`src/rtl/debug_view_controller_pkg.sv`:
```
// Shared types for the debug-view controller: CPU state bus, buttons, colour LEDs,
// view modes and the slide-switch bit assignments.
package debug_view_controller_pkg;

    localparam int CPU_NUM_REGS = 8;
    localparam int CPU_IDX_W    = $clog2(CPU_NUM_REGS);

    typedef struct packed {
        logic [CPU_NUM_REGS-1:0][31:0] registers;
        logic [31:0]                   pc;
        logic [31:0]                   cmd;
        logic [2:0]                    memory_state;
    } internal_state_bus_t;

    typedef struct packed {
        logic center;
        logic up;
        logic down;
        logic left;
        logic right;
    } buttons_t;

    typedef struct packed {
        logic [7:0] red;
        logic [7:0] green;
        logic [7:0] blue;
    } color_t;

    typedef enum logic [1:0] {
        VIEW_REG = 2'd0,
        VIEW_PC  = 2'd1,
        VIEW_CMD = 2'd2
    } view_mode_t;

    localparam int SW_FREEZE     = 15;
    localparam int SW_LED_IDX    = 14;
    localparam int SW_AUTOSCROLL = 0;

    function automatic view_mode_t view_next(input view_mode_t v);
        case (v)
            VIEW_REG: return VIEW_PC;
            VIEW_PC:  return VIEW_CMD;
            default:  return VIEW_REG;
        endcase
    endfunction

    function automatic view_mode_t view_prev(input view_mode_t v);
        case (v)
            VIEW_REG: return VIEW_CMD;
            VIEW_PC:  return VIEW_REG;
            default:  return VIEW_PC;
        endcase
    endfunction

endpackage

```
`src/rtl/debug_view_controller_button_debouncer.sv`:
```
// Two-flop synchroniser plus counting debouncer for one push-button; emits a
// one-cycle press pulse on each debounced 0->1 transition.
module button_debouncer #(
    parameter int DEBOUNCE_CYCLES = 1_000_000
) (
    input  logic clock_100mhz,
    input  logic reset,
    input  logic raw,
    output logic stable,
    output logic press
);

    localparam int CNT_W = $clog2(DEBOUNCE_CYCLES);

    logic             raw_meta;
    logic             synced;
    logic             stable_q;
    logic [CNT_W-1:0] count;

    // NOTE: every register here is written with <= so all flops sample the
    // pre-edge values together, which is what makes the synchroniser a chain.
    always_ff @(posedge clock_100mhz or posedge reset) begin
        if (reset) begin
            raw_meta <= 1'b0;
            synced   <= 1'b0;
            stable   <= 1'b0;
            stable_q <= 1'b0;
            press    <= 1'b0;
            count    <= '0;
        end else begin
            raw_meta <= raw;
            synced   <= raw_meta;
            stable_q <= stable;
            press    <= stable & ~stable_q;
            if (synced == stable) begin
                count <= '0;
            end else if (count == CNT_W'(DEBOUNCE_CYCLES - 1)) begin
                stable <= synced;
                count  <= '0;
            end else begin
                count <= count + CNT_W'(1);
            end
        end
    end

endmodule

```
`src/rtl/debug_view_controller.sv`:
```
// Debug-view controller: button-driven register/pc/cmd viewer with freeze and LED status.
// Optional auto-scroll of the register index is enabled by defining DEBUG_VIEW_AUTOSCROLL_EN.
module debug_view_controller
    import debug_view_controller_pkg::*;
#(
    parameter int         NUM_REGS          = 5,
    parameter int         WORD_WIDTH        = 32,
    parameter int         DEBOUNCE_CYCLES   = 1_000_000,
    parameter int         AUTOSCROLL_CYCLES = 100_000_000,
    parameter logic [7:0] LED_LEVEL         = 8'h40,
    localparam int        IDX_W             = $clog2(NUM_REGS)
) (
    input  logic                  clock_100mhz,
    input  logic                  reset,
    input  internal_state_bus_t   cpu_state,
    input  buttons_t              buttons,
    input  logic [15:0]           switches,
    output logic [WORD_WIDTH-1:0] displayed_word,
    output logic [IDX_W-1:0]      displayed_idx,
    output logic                  flash_upper_half,
    output logic                  flash_lower_half,
    output logic [15:0]           mono_leds,
    output color_t                left_led,
    output color_t                right_led
);

    logic [4:0] raw_vec;
    logic [4:0] stable_vec;
    logic [4:0] press_vec;
    buttons_t   press;

    assign raw_vec = buttons;
    assign press   = press_vec;

    for (genvar i = 0; i < 5; i++) begin : g_debounce
        button_debouncer #(.DEBOUNCE_CYCLES(DEBOUNCE_CYCLES)) u_debouncer (
            .clock_100mhz (clock_100mhz),
            .reset        (reset),
            .raw          (raw_vec[i]),
            .stable       (stable_vec[i]),
            .press        (press_vec[i])
        );
    end

    logic [1:0] sw_meta, sw_sync;
    logic       frozen, led_idx_mode;

    always_ff @(posedge clock_100mhz or posedge reset) begin
        if (reset) begin
            sw_meta <= '0;
            sw_sync <= '0;
        end else begin
            sw_meta <= {switches[SW_FREEZE], switches[SW_LED_IDX]};
            sw_sync <= sw_meta;
        end
    end

    assign frozen       = sw_sync[1];
    assign led_idx_mode = sw_sync[0];

    view_mode_t       view;
    logic [IDX_W-1:0] idx;
    logic [IDX_W-1:0] idx_inc, idx_dec;
    logic             scroll_tick;

    assign idx_inc = (idx == IDX_W'(NUM_REGS - 1)) ? '0 : idx + IDX_W'(1);
    assign idx_dec = (idx == '0) ? IDX_W'(NUM_REGS - 1) : idx - IDX_W'(1);

`ifdef DEBUG_VIEW_AUTOSCROLL_EN
    localparam int SCROLL_W = $clog2(AUTOSCROLL_CYCLES);

    logic                autoscroll_meta, autoscroll_sw, scroll_active;
    logic [SCROLL_W-1:0] scroll_timer;
    logic                unused_inputs;

    assign scroll_active = autoscroll_sw && (view == VIEW_REG) && !frozen;
    assign scroll_tick   = scroll_active && (scroll_timer == SCROLL_W'(AUTOSCROLL_CYCLES - 1));

    always_ff @(posedge clock_100mhz or posedge reset) begin
        if (reset) begin
            autoscroll_meta <= 1'b0;
            autoscroll_sw   <= 1'b0;
            scroll_timer    <= '0;
        end else begin
            autoscroll_meta <= switches[SW_AUTOSCROLL];
            autoscroll_sw   <= autoscroll_meta;
            if (!scroll_active || (|press_vec) || scroll_tick)
                scroll_timer <= '0;
            else
                scroll_timer <= scroll_timer + SCROLL_W'(1);
        end
    end

    assign unused_inputs = ^{switches[SW_LED_IDX-1:SW_AUTOSCROLL+1], stable_vec};
`else
    localparam int unused_autoscroll_cycles = AUTOSCROLL_CYCLES;

    logic unused_inputs;

    assign scroll_tick   = 1'b0;
    assign unused_inputs = ^{switches[SW_LED_IDX-1:SW_AUTOSCROLL], stable_vec};
`endif

    // Only the highest-priority press acts; auto-scroll yields to any press.
    always_ff @(posedge clock_100mhz or posedge reset) begin
        if (reset) begin
            idx  <= '0;
            view <= VIEW_REG;
        end else if (press.center) begin
            idx  <= '0;
            view <= VIEW_REG;
        end else if (press.up) begin
            if (view == VIEW_REG) idx <= idx_inc;
        end else if (press.down) begin
            if (view == VIEW_REG) idx <= idx_dec;
        end else if (press.left) begin
            view <= view_prev(view);
        end else if (press.right) begin
            view <= view_next(view);
        end else if (scroll_tick) begin
            idx <= idx_inc;
        end
    end

    assign displayed_idx = idx;

    logic [WORD_WIDTH-1:0] selected_word;
    logic [15:0]           idx_onehot;

    // NOTE: each always_comb output gets a default first, so no path through
    // the case can leave it unassigned and infer a latch.
    always_comb begin
        selected_word = '0;
        case (view)
            VIEW_PC:  selected_word = WORD_WIDTH'(cpu_state.pc);
            VIEW_CMD: selected_word = WORD_WIDTH'(cpu_state.cmd);
            default:  selected_word = WORD_WIDTH'(cpu_state.registers[CPU_IDX_W'(idx)]);
        endcase
    end

    assign idx_onehot = 16'(1) << idx;

    function automatic color_t cmd_colour(input logic [3:0] op);
        color_t c;
        c = '0;
        case (op)
            4'd0:    c.red   = LED_LEVEL;
            4'd1:    c.green = LED_LEVEL;
            4'd2:    c.blue  = LED_LEVEL;
            default: c       = '0;
        endcase
        return c;
    endfunction

    function automatic color_t mem_colour(input logic [2:0] state);
        color_t c;
        c = '0;
        case (state)
            3'd3:       c.red   = LED_LEVEL;
            3'd1, 3'd2: c.green = LED_LEVEL;
            3'd4, 3'd5: c.blue  = LED_LEVEL;
            default:    c       = '0;
        endcase
        return c;
    endfunction

    always_ff @(posedge clock_100mhz or posedge reset) begin
        if (reset) begin
            displayed_word   <= '0;
            flash_upper_half <= 1'b0;
            flash_lower_half <= 1'b0;
            mono_leds        <= '0;
            left_led         <= '0;
            right_led        <= '0;
        end else begin
            if (!frozen) displayed_word <= selected_word;
            flash_upper_half <= frozen;
            flash_lower_half <= frozen;
            mono_leds        <= led_idx_mode ? idx_onehot : cpu_state.pc[15:0];
            left_led         <= cmd_colour(cpu_state.cmd[31:28]);
            right_led        <= mem_colour(cpu_state.memory_state);
        end
    end

endmodule

```
`config.mk`:
```
export PLATFORM = sky130hd
export DESIGN_NAME = debug_view_controller
export DESIGN_NICKNAME = d
export VERILOG_FILES = /design/src/rtl/debug_view_controller_pkg.sv /design/src/rtl/debug_view_controller_button_debouncer.sv /design/src/rtl/debug_view_controller.sv
export SDC_FILE = /design/constraint.sdc
export NUM_CORES = 1
export LEC_CHECK = 0
export CAP_MARGIN = 20
export CORE_AREA = 5 5 172 174
export CTS_CLUSTER_DIAMETER = 100
export CTS_CLUSTER_SIZE = 10
export DETAILED_ROUTE_END_ITERATION = 10
export DIE_AREA = 0 0 177 179
export GPL_TIMING_DRIVEN = 0
export PLACE_DENSITY_LB_ADDON = 0.15
export SLEW_MARGIN = 10
export SYNTH_ARGS = -nofsm -noshare
export SYNTH_HDL_FRONTEND = slang
export SYNTH_SLANG_ARGS = --single-unit
```
`constraint.sdc`:
```
create_clock -name clock_100mhz -period 13.31 [get_ports clock_100mhz]
set_input_delay 1.9965 -clock clock_100mhz [delete_from_list [all_inputs] [get_ports clock_100mhz]]
set_output_delay 1.9965 -clock clock_100mhz [all_outputs]
set_load 0.005 [all_outputs]
```
==> impl_metrics.py, run 1 <==
metrics = {
    "clock_network": {
        "clock_latency_ns": 0.44,
        "cts_resized": 0,
        "cts_buffers": 17,
        "clock_tree.buffer_depth": 2,
        "tritoncts_clock_tree": "yes",
        "clock_sink_count": 189,
        "cts_hold_buffers": 0,
        "clock_root_buffer": "sky130_fd_sc_hd__clkbuf_16",
        "cts_max_level": 4,
        "cts_setup_buffers": 0,
        "clk_pin_slew_worst_paths_ns": 0.07,
    },
    "grt": {
        "grt_antenna_before_repair": 15,
        "wire_length_of_the_first_global_routing_pass_mm": 62.23,
        "gr-total-overflow": 0,
        "gr-usage-met1_pct": 35.03,
        "grt.total_usage_pct": 26.45,
        "grt_most_used_layer": "met2",
        "grt_max_degree": 109,
        "number_of_global_route_vias_before_repair": 9581,
        "global_route.usage.met2_pct": 42.83,
        "use_met3_pct": 6.601,
    },
    "sta": {
        "clock-skew-final_ns": 0.01403,
        "period_utilization_pct": 26.37,
        "report.final.setup_viol": 0,
        "finalMaxSlewViolations": 0,
        "setup_total_negative_slack_ns": 0,
        "timing.slew.headroom_pct": 45.82,
        "worst_pin_slew_ns": 0.8127,
        "hold_viol": 0,
        "timing.fmax_mhz": 284.9,
        "period_minus_slack_ns": 3.510,
        "setup_repair_after_global_routing_missed_its_margin": "false",
    },
    "synth": {
        "synthesis.area_per_instance_um2": 11.12,
        "post_synth_inst_count": 972,
        "synthTopCellsByArea": "sky130_fd_sc_hd__dfrtp_1, sky130_fd_sc_hd__mux4_2, sky130_fd_sc_hd__a221oi_1",
        "synthDistinctLibCells": 51,
        "synth_common_cells": "sky130_fd_sc_hd__dfrtp_1, sky130_fd_sc_hd__nor2_1, sky130_fd_sc_hd__a221oi_1, sky130_fd_sc_hd__mux4_2, sky130_fd_sc_hd__inv_1",
        "synth-warning-count": 0,
        "yosys_register_bits": 189,
        "synth_sequential_area_ratio_pct": 43.76,
        "ys_dominant_reg_cell": "sky130_fd_sc_hd__dfrtp_1",
        "synth.largest_area_cell": "sky130_fd_sc_hd__dfrtp_1",
        "syn_area_mm2": 0.01081,
        "post-synth-top-count-cell": "sky130_fd_sc_hd__dfrtp_1",
        "synth-async-reset-ratio_pct": 100.0,
        "synth_enable_flop_cells": 0,
        "share_of_yosys_cell_area_claimed_by_the_top_area_cell_type_pct": 43.76,
    },
    "final_layout": {
        "nets": 1785,
        "flow.area_growth_from_synthesis_pct": 47.69,
        "final_area_mm2": 0.01596,
        "layout-drive-gt1-share_pct": 12.20,
    },
    "drt": {
        "drtPass1Iterations": 6,
        "ant_nets": 0,
        "drt_first_iter_violations": 790,
        "routed_wl_mm": 43.48,
        "vias_after_detailed_routing": 9667,
        "remaining_drc_errors": 0,
        "vias_per_cell": 5.297,
        "average_wire_per_cell_in_the_routed_design_um": 23.82,
    },
    "die": {
        "top_level_ports": 447,
        "die_h_um": 179,
        "core_mm2": 0.02763,
        "initial_core_util_pct": 39.12,
        "row_count": 61,
        "die_w_um": 177,
        "die_area_mm2": 0.03168,
    },
    "worst_setup_path": {
        "crit_buf_inv": 1,
        "criticalPathCategory": "register to output port",
        "critical_path.max_fanout": 6,
        "critPathLaunch": "displayed_idx[1]",
        "worst-endpoint-required_ns": 11.31,
        "crit_chain": "clkdlybuf4s50_1",
        "worst_path_dominant_cell_family": "buffers and inverters",
        "arrival_ns": 1.51,
        "max_stage_delay_ns": 0.62,
        "worstSetupEndpointType": "output port",
        "worst_reg2reg_setup_slack_ns": 10.41,
        "timing.rr.start": "displayed_idx[1]",
        "critical_path.startpoint_type": "register",
        "critical-path-slowest-cell": "sky130_fd_sc_hd__clkdlybuf4s50_1",
    },
    "power_and_ir_drop": {
        "design_power_total_w": 0.001330,
        "vdd_drop_max_uv": 68.72,
        "total_leakage_power_nw": 6.413,
        "power_density_mw_per_mm2": 83.29,
    },
    "worst_hold_path": {
        "hold_path_start": "g_debounce[4].u_debouncer.raw_meta",
        "hold_crit_class": "register to register",
    },
    "placed_design": {
        "buffer_ports.inserted": 390,
        "gp_congestion": 0.9380,
        "detailedPlacementHpwl_mm": 34.88,
        "dpl-instance-area_mm2": 0.01537,
    },
    "flow_run": {
        "drv_cap": 0,
    },
    "run_status": {
        "run_status": "finished, final reports clean",
    },
}
## final timing paths
| path | to | cells past startpoint |
|---|---|---|
| setup / recovery | displayed_idx[1] | 1 |
| hold / removal | g_debounce[4].u_debouncer.synced | 0 |
| min in group asynchronous | g_debounce[4].u_debouncer.count[11] | 2 |
| max in group asynchronous | displayed_idx[1] | 3 |
| hold reg to reg | g_debounce[4].u_debouncer.synced | 0 |
| setup reg to reg | displayed_idx[2] | 9 |
## cells in the final DEF, fill, tap and decap left out, types with 34 or more instances in the layout
master,n
sky130_fd_sc_hd__clkdlybuf4s50_1,390
sky130_fd_sc_hd__clkbuf_1,35
sky130_fd_sc_hd__mux2i_1,37
sky130_fd_sc_hd__nor2_1,88
sky130_fd_sc_hd__dfrtp_1,189
sky130_fd_sc_hd__inv_1,57
sky130_fd_sc_hd__buf_4,46
sky130_fd_sc_hd__nand2_1,34
sky130_fd_sc_hd__nand3_1,40
sky130_fd_sc_hd__xnor2_1,34
sky130_fd_sc_hd__mux4_2,64
sky130_fd_sc_hd__xor2_1,35
sky130_fd_sc_hd__a221oi_1,64
sky130_fd_sc_hd__conb_1,42
## flip-flops by register name, indices dropped and copies added, names as in the netlist
| register | cells |
|---|---|
| displayed_idx | 3 |
| displayed_word | 32 |
| flash_lower_half | 1 |
| g_debounce.u_debouncer.count | 100 |
| g_debounce.u_debouncer.press | 5 |
| g_debounce.u_debouncer.raw_meta | 5 |
| g_debounce.u_debouncer.stable | 5 |
| g_debounce.u_debouncer.stable_q | 5 |
| g_debounce.u_debouncer.synced | 5 |
| left_led | 3 |
| mono_leds | 16 |
| right_led | 3 |
| sw_meta | 2 |
| sw_sync | 2 |
| view | 2 |
## kinds of logic (layout without fill, tap and decap cells)
kind of cell	Yosys count	in the layout	synth area share, %
AOI/OAI and AO/OA	138	138	9.376
and+or+nand+nor	295	295	14.60
muxes	109	109	17.59
xor gates and xnor gates	69	69	5.591
DFF	189	189	43.76
other	1	54	0.03469
adders and majority gates	16	16	1.852
buffers and inverters	155	577	7.200
## layout make-up
| type | count | area (um2) |
|---|---|---|
| Fill cell | 2396 | 11660 |
| Multi-Input combinational cell | 669 | 5455 |
| Clock inverter | 11 | 122.6 |
| Sequential cell | 189 | 4730 |
| Inverter | 58 | 225.2 |
| Buffer | 97 | 560.5 |
| Clock buffer | 20 | 436.7 |
| Antenna cell | 12 | 30.03 |
| Tap cell | 378 | 473.0 |
| Timing Repair Buffer | 391 | 3931 |
## where the power goes
group	switching (W)	total, W	internal (W)	leakage, nW
Clock	0.000245	0.000509	0.000264	0.268
Combinational	0.0000763	0.000219	0.000142	3.67
Sequential	0.0000108	0.000602	0.000592	2.48
Total	0.000332	0.00133	0.000998	6.41
## per-stage QoR
step                      util [%]  worst slack, ns  cells  hold WS (ns)
final                        57.78            9.800   1825        0.3482
after global routing         57.77            9.759   1824        0.3579
after CTS                    57.67            9.774   1813        0.3511
after detailed placement     55.65            9.782   1782        0.3355
after global placement       55.52            3.328   1781        0.3321
after floorplan                  -            6.171   1013        0.3312
## per-layer routing
layer / share of wire [%] / wire (um)
met4: 2.4 / 1062
met3: 7.5 / 3258
met1: 41 / 18020
met2: 49 / 21120
met5: 0.048 / 21
(Power assumes the default switching activity.)
==> inputs of run 2 (changes only) <==
--- a/config.mk
+++ b/config.mk
@@ -6,11 +6,11 @@
 export NUM_CORES = 1
 export LEC_CHECK = 0
 export CAP_MARGIN = 20
-export CORE_AREA = 5 5 172 174
+export CORE_MARGIN = 5
+export CORE_UTILIZATION = 40
 export CTS_CLUSTER_DIAMETER = 100
 export CTS_CLUSTER_SIZE = 10
 export DETAILED_ROUTE_END_ITERATION = 10
-export DIE_AREA = 0 0 177 179
 export GPL_TIMING_DRIVEN = 0
 export PLACE_DENSITY_LB_ADDON = 0.15
 export SLEW_MARGIN = 10
==> constraint.sdc (replaced) <==
create_clock -name clock_100mhz -period 3.1 [get_ports clock_100mhz]
set_input_delay 0.465 -clock clock_100mhz [delete_from_list [all_inputs] [get_ports clock_100mhz]]
set_output_delay 0.465 -clock clock_100mhz [all_outputs]
set_load 0.005 [all_outputs]
==> impl_metrics.py, run 2 (synthesis results as in run 1) <==
metrics = {
    "clock_network": {
        "cts_resized": 0,
        "tritoncts_clock_tree": "yes",
        "clock_root_buffer": "sky130_fd_sc_hd__clkbuf_16",
        "clk_pin_slew_worst_paths_ns": 0.07,
        "cts_buffers": 17,
        "cts_hold_buffers": 0,
        "clock_latency_ns": 0.43,
        "cts_setup_buffers": 0,
        "clock_sink_count": 189,
        "clock_tree.buffer_depth": 2,
        "cts_max_level": 4,
    },
    "die": {
        "row_count": 60,
        "die_h_um": 174.4,
        "die_w_um": 174.4,
        "top_level_ports": 447,
        "initial_core_util_pct": 40.33,
        "core_mm2": 0.02680,
        "die_area_mm2": 0.03041,
    },
    "final_layout": {
        "nets": 1789,
        "flow.area_growth_from_synthesis_pct": 48.34,
        "leading_cell_type_in_the_layout_fill_and_taps_excluded": "sky130_fd_sc_hd__clkdlybuf4s50_1",
        "utilization_pct": 59.83,
        "multiInputGateArea_mm2": 0.005455,
        "register_area_mm2": 0.004730,
        "layout.cells.non_filler": 1790,
        "number_of_flip_flops_under_the_largest_register_name": 100,
        "layout.filler_cells": 2241,
        "top_regs": "g_debounce.u_debouncer.count: 100 flops, displayed_word: 32 flops, mono_leds: 16 flops",
        "mostFrequentLayoutCells": "sky130_fd_sc_hd__clkdlybuf4s50_1, sky130_fd_sc_hd__dfrtp_1, sky130_fd_sc_hd__nor2_1",
        "regMostFlops": "g_debounce.u_debouncer.count",
        "layout-drive-gt1-share_pct": 12.58,
    },
    "sta": {
        "hold_viol": 0,
        "worst_pin_slew_ns": 0.8062,
        "timing.slew.headroom_pct": 46.25,
        "finalMaxSlewViolations": 0,
        "timing.fmax_mhz": 350.2,
        "clock-skew-final_ns": 0.01160,
        "report.final.setup_viol": 0,
        "setup_total_negative_slack_ns": 0,
        "period_minus_slack_ns": 2.855,
        "setup_repair_after_global_routing_missed_its_margin": "false",
        "period_utilization_pct": 92.10,
    },
    "worst_setup_path": {
        "worstSetupEndpointType": "register",
        "max_stage_delay_ns": 0.45,
        "ff2ff_path_depth": 9,
        "timing.rr.start": "displayed_idx[1]",
        "rr_endpoint": "displayed_idx[2]",
        "worst_path_most_repeated_cell": "sky130_fd_sc_hd__buf_2",
        "worst-endpoint-required_ns": 3.44,
        "worst_path_dominant_cell_family": "buffers and inverters",
        "critical_path.startpoint_type": "register",
        "arrival_ns": 3.20,
        "crit_chain": "buf_2 -> buf_2 -> buf_2 -> inv_1 -> ha_1 -> mux2_2 -> a22oi_1 -> nor2_1 -> a211oi_1",
        "critical-path-slowest-cell": "sky130_fd_sc_hd__dfrtp_1",
        "criticalPathCategory": "register to register",
        "path_depth": 9,
        "worst_reg2reg_setup_slack_ns": 0.24,
        "crit_buf_inv": 4,
        "critical_path.max_fanout": 10,
    },
    "flow_run": {
        "drv_cap": 0,
    },
    "worst_hold_path": {
        "worstHoldPathCells": 0,
        "hold_crit_class": "register to register",
        "hold_path_start": "g_debounce[1].u_debouncer.raw_meta",
        "worstHoldEndpoint": "g_debounce[1].u_debouncer.synced",
    },
    "power_and_ir_drop": {
        "vdd_drop_max_uv": 301.8,
        "power_density_mw_per_mm2": 365.6,
        "total_leakage_power_nw": 6.465,
    },
    "run_status": {
        "run_status": "finished, final reports clean",
    },
    "drt": {
        "vias_after_detailed_routing": 9766,
        "drtPass1Iterations": 6,
        "remaining_drc_errors": 0,
        "drt_first_iter_violations": 724,
        "ant_nets": 0,
        "vias_per_cell": 5.456,
        "average_wire_per_cell_in_the_routed_design_um": 24.25,
        "routed_wl_mm": 43.41,
    },
    "grt": {
        "number_of_global_route_vias_before_repair": 9782,
        "grt_max_degree": 36,
        "grt_antenna_before_repair": 20,
        "wire_length_of_the_first_global_routing_pass_mm": 64.30,
        "grt.total_usage_pct": 28.11,
        "gr-total-overflow": 0,
    },
    "placed_design": {
        "gp_congestion": 0.9366,
        "detailedPlacementHpwl_mm": 35.22,
        "buffer_ports.inserted": 390,
        "post-place-cells": 1749,
    },
}
## run 2: cell type report
cell class                 count  area share [%]
multi-input combinational    669           34.02
sequential                   189           29.50
timing repair buffer         395           24.97
buffer                        97           3.496
clock buffer                  20           2.848
tap                          341           2.661
inverter                      58           1.381
clock inverter                11          0.9676
antenna                       10          0.1561
## run 2: routing by layer
metal / GRT usage (%) / vias to the layer above / share of wire (%) / routed length (um)
met5: 0 / - / 0.21 / 89
met4: 8.314 / 14 / 2.3 / 996
met3: 7.634 / 61 / 7.9 / 3413
met2: 45.55 / 357 / 49 / 21270
met1: 37.12 / 4895 / 41 / 17640
li1: - / 4439 / - / -
## run 2: power by group
group	switching [W]	leakage [nW]	total [W]	internal (W)
registers	0.0000503	2.48	0.00259	0.00254
logic	0.000329	3.69	0.000949	0.000620
clock network	0.000999	0.292	0.00232	0.00132
total	0.00138	6.47	0.00586	0.00448
## run 2: per-stage QoR
stage	setup slack, ns	hold slack, ns	total power [W]	cell area [um2]
after floorplan	0.2005	0.3312	0.002911	10970
after global placement	-1.461	0.3330	0.003557	15300
after detailed placement	0.2650	0.3356	0.003579	15400
after CTS	0.2420	0.3508	0.005910	16010
after global routing	0.07831	0.3586	0.006077	16030
final	0.2449	0.3488	0.005862	16030
## run 2: worst max path at each step
stage	endpoint	slack (ns)	start
floorplan	displayed_idx[0]	0.20	reset
global placement	g_debounce[3].u_debouncer.count[0]	-1.46	reset
detailed placement	displayed_idx[2]	0.26	displayed_idx[1]
CTS	displayed_idx[2]	0.24	displayed_idx[1]
global route	displayed_idx[2]	0.08	displayed_idx[1]
finish	displayed_idx[2]	0.24	displayed_idx[1]
==> inputs of run 3 (changes only) <==
--- a/config.mk
+++ b/config.mk
@@ -12,6 +12,7 @@
 export CTS_CLUSTER_SIZE = 10
 export DETAILED_ROUTE_END_ITERATION = 10
 export GPL_TIMING_DRIVEN = 0
+export HOLD_SLACK_MARGIN = 0.12
 export PLACE_DENSITY_LB_ADDON = 0.15
 export SLEW_MARGIN = 10
 export SYNTH_ARGS = -nofsm -noshare
==> results of run 3 <==
Final layout, timing and power as in run 2 (identical DEF).
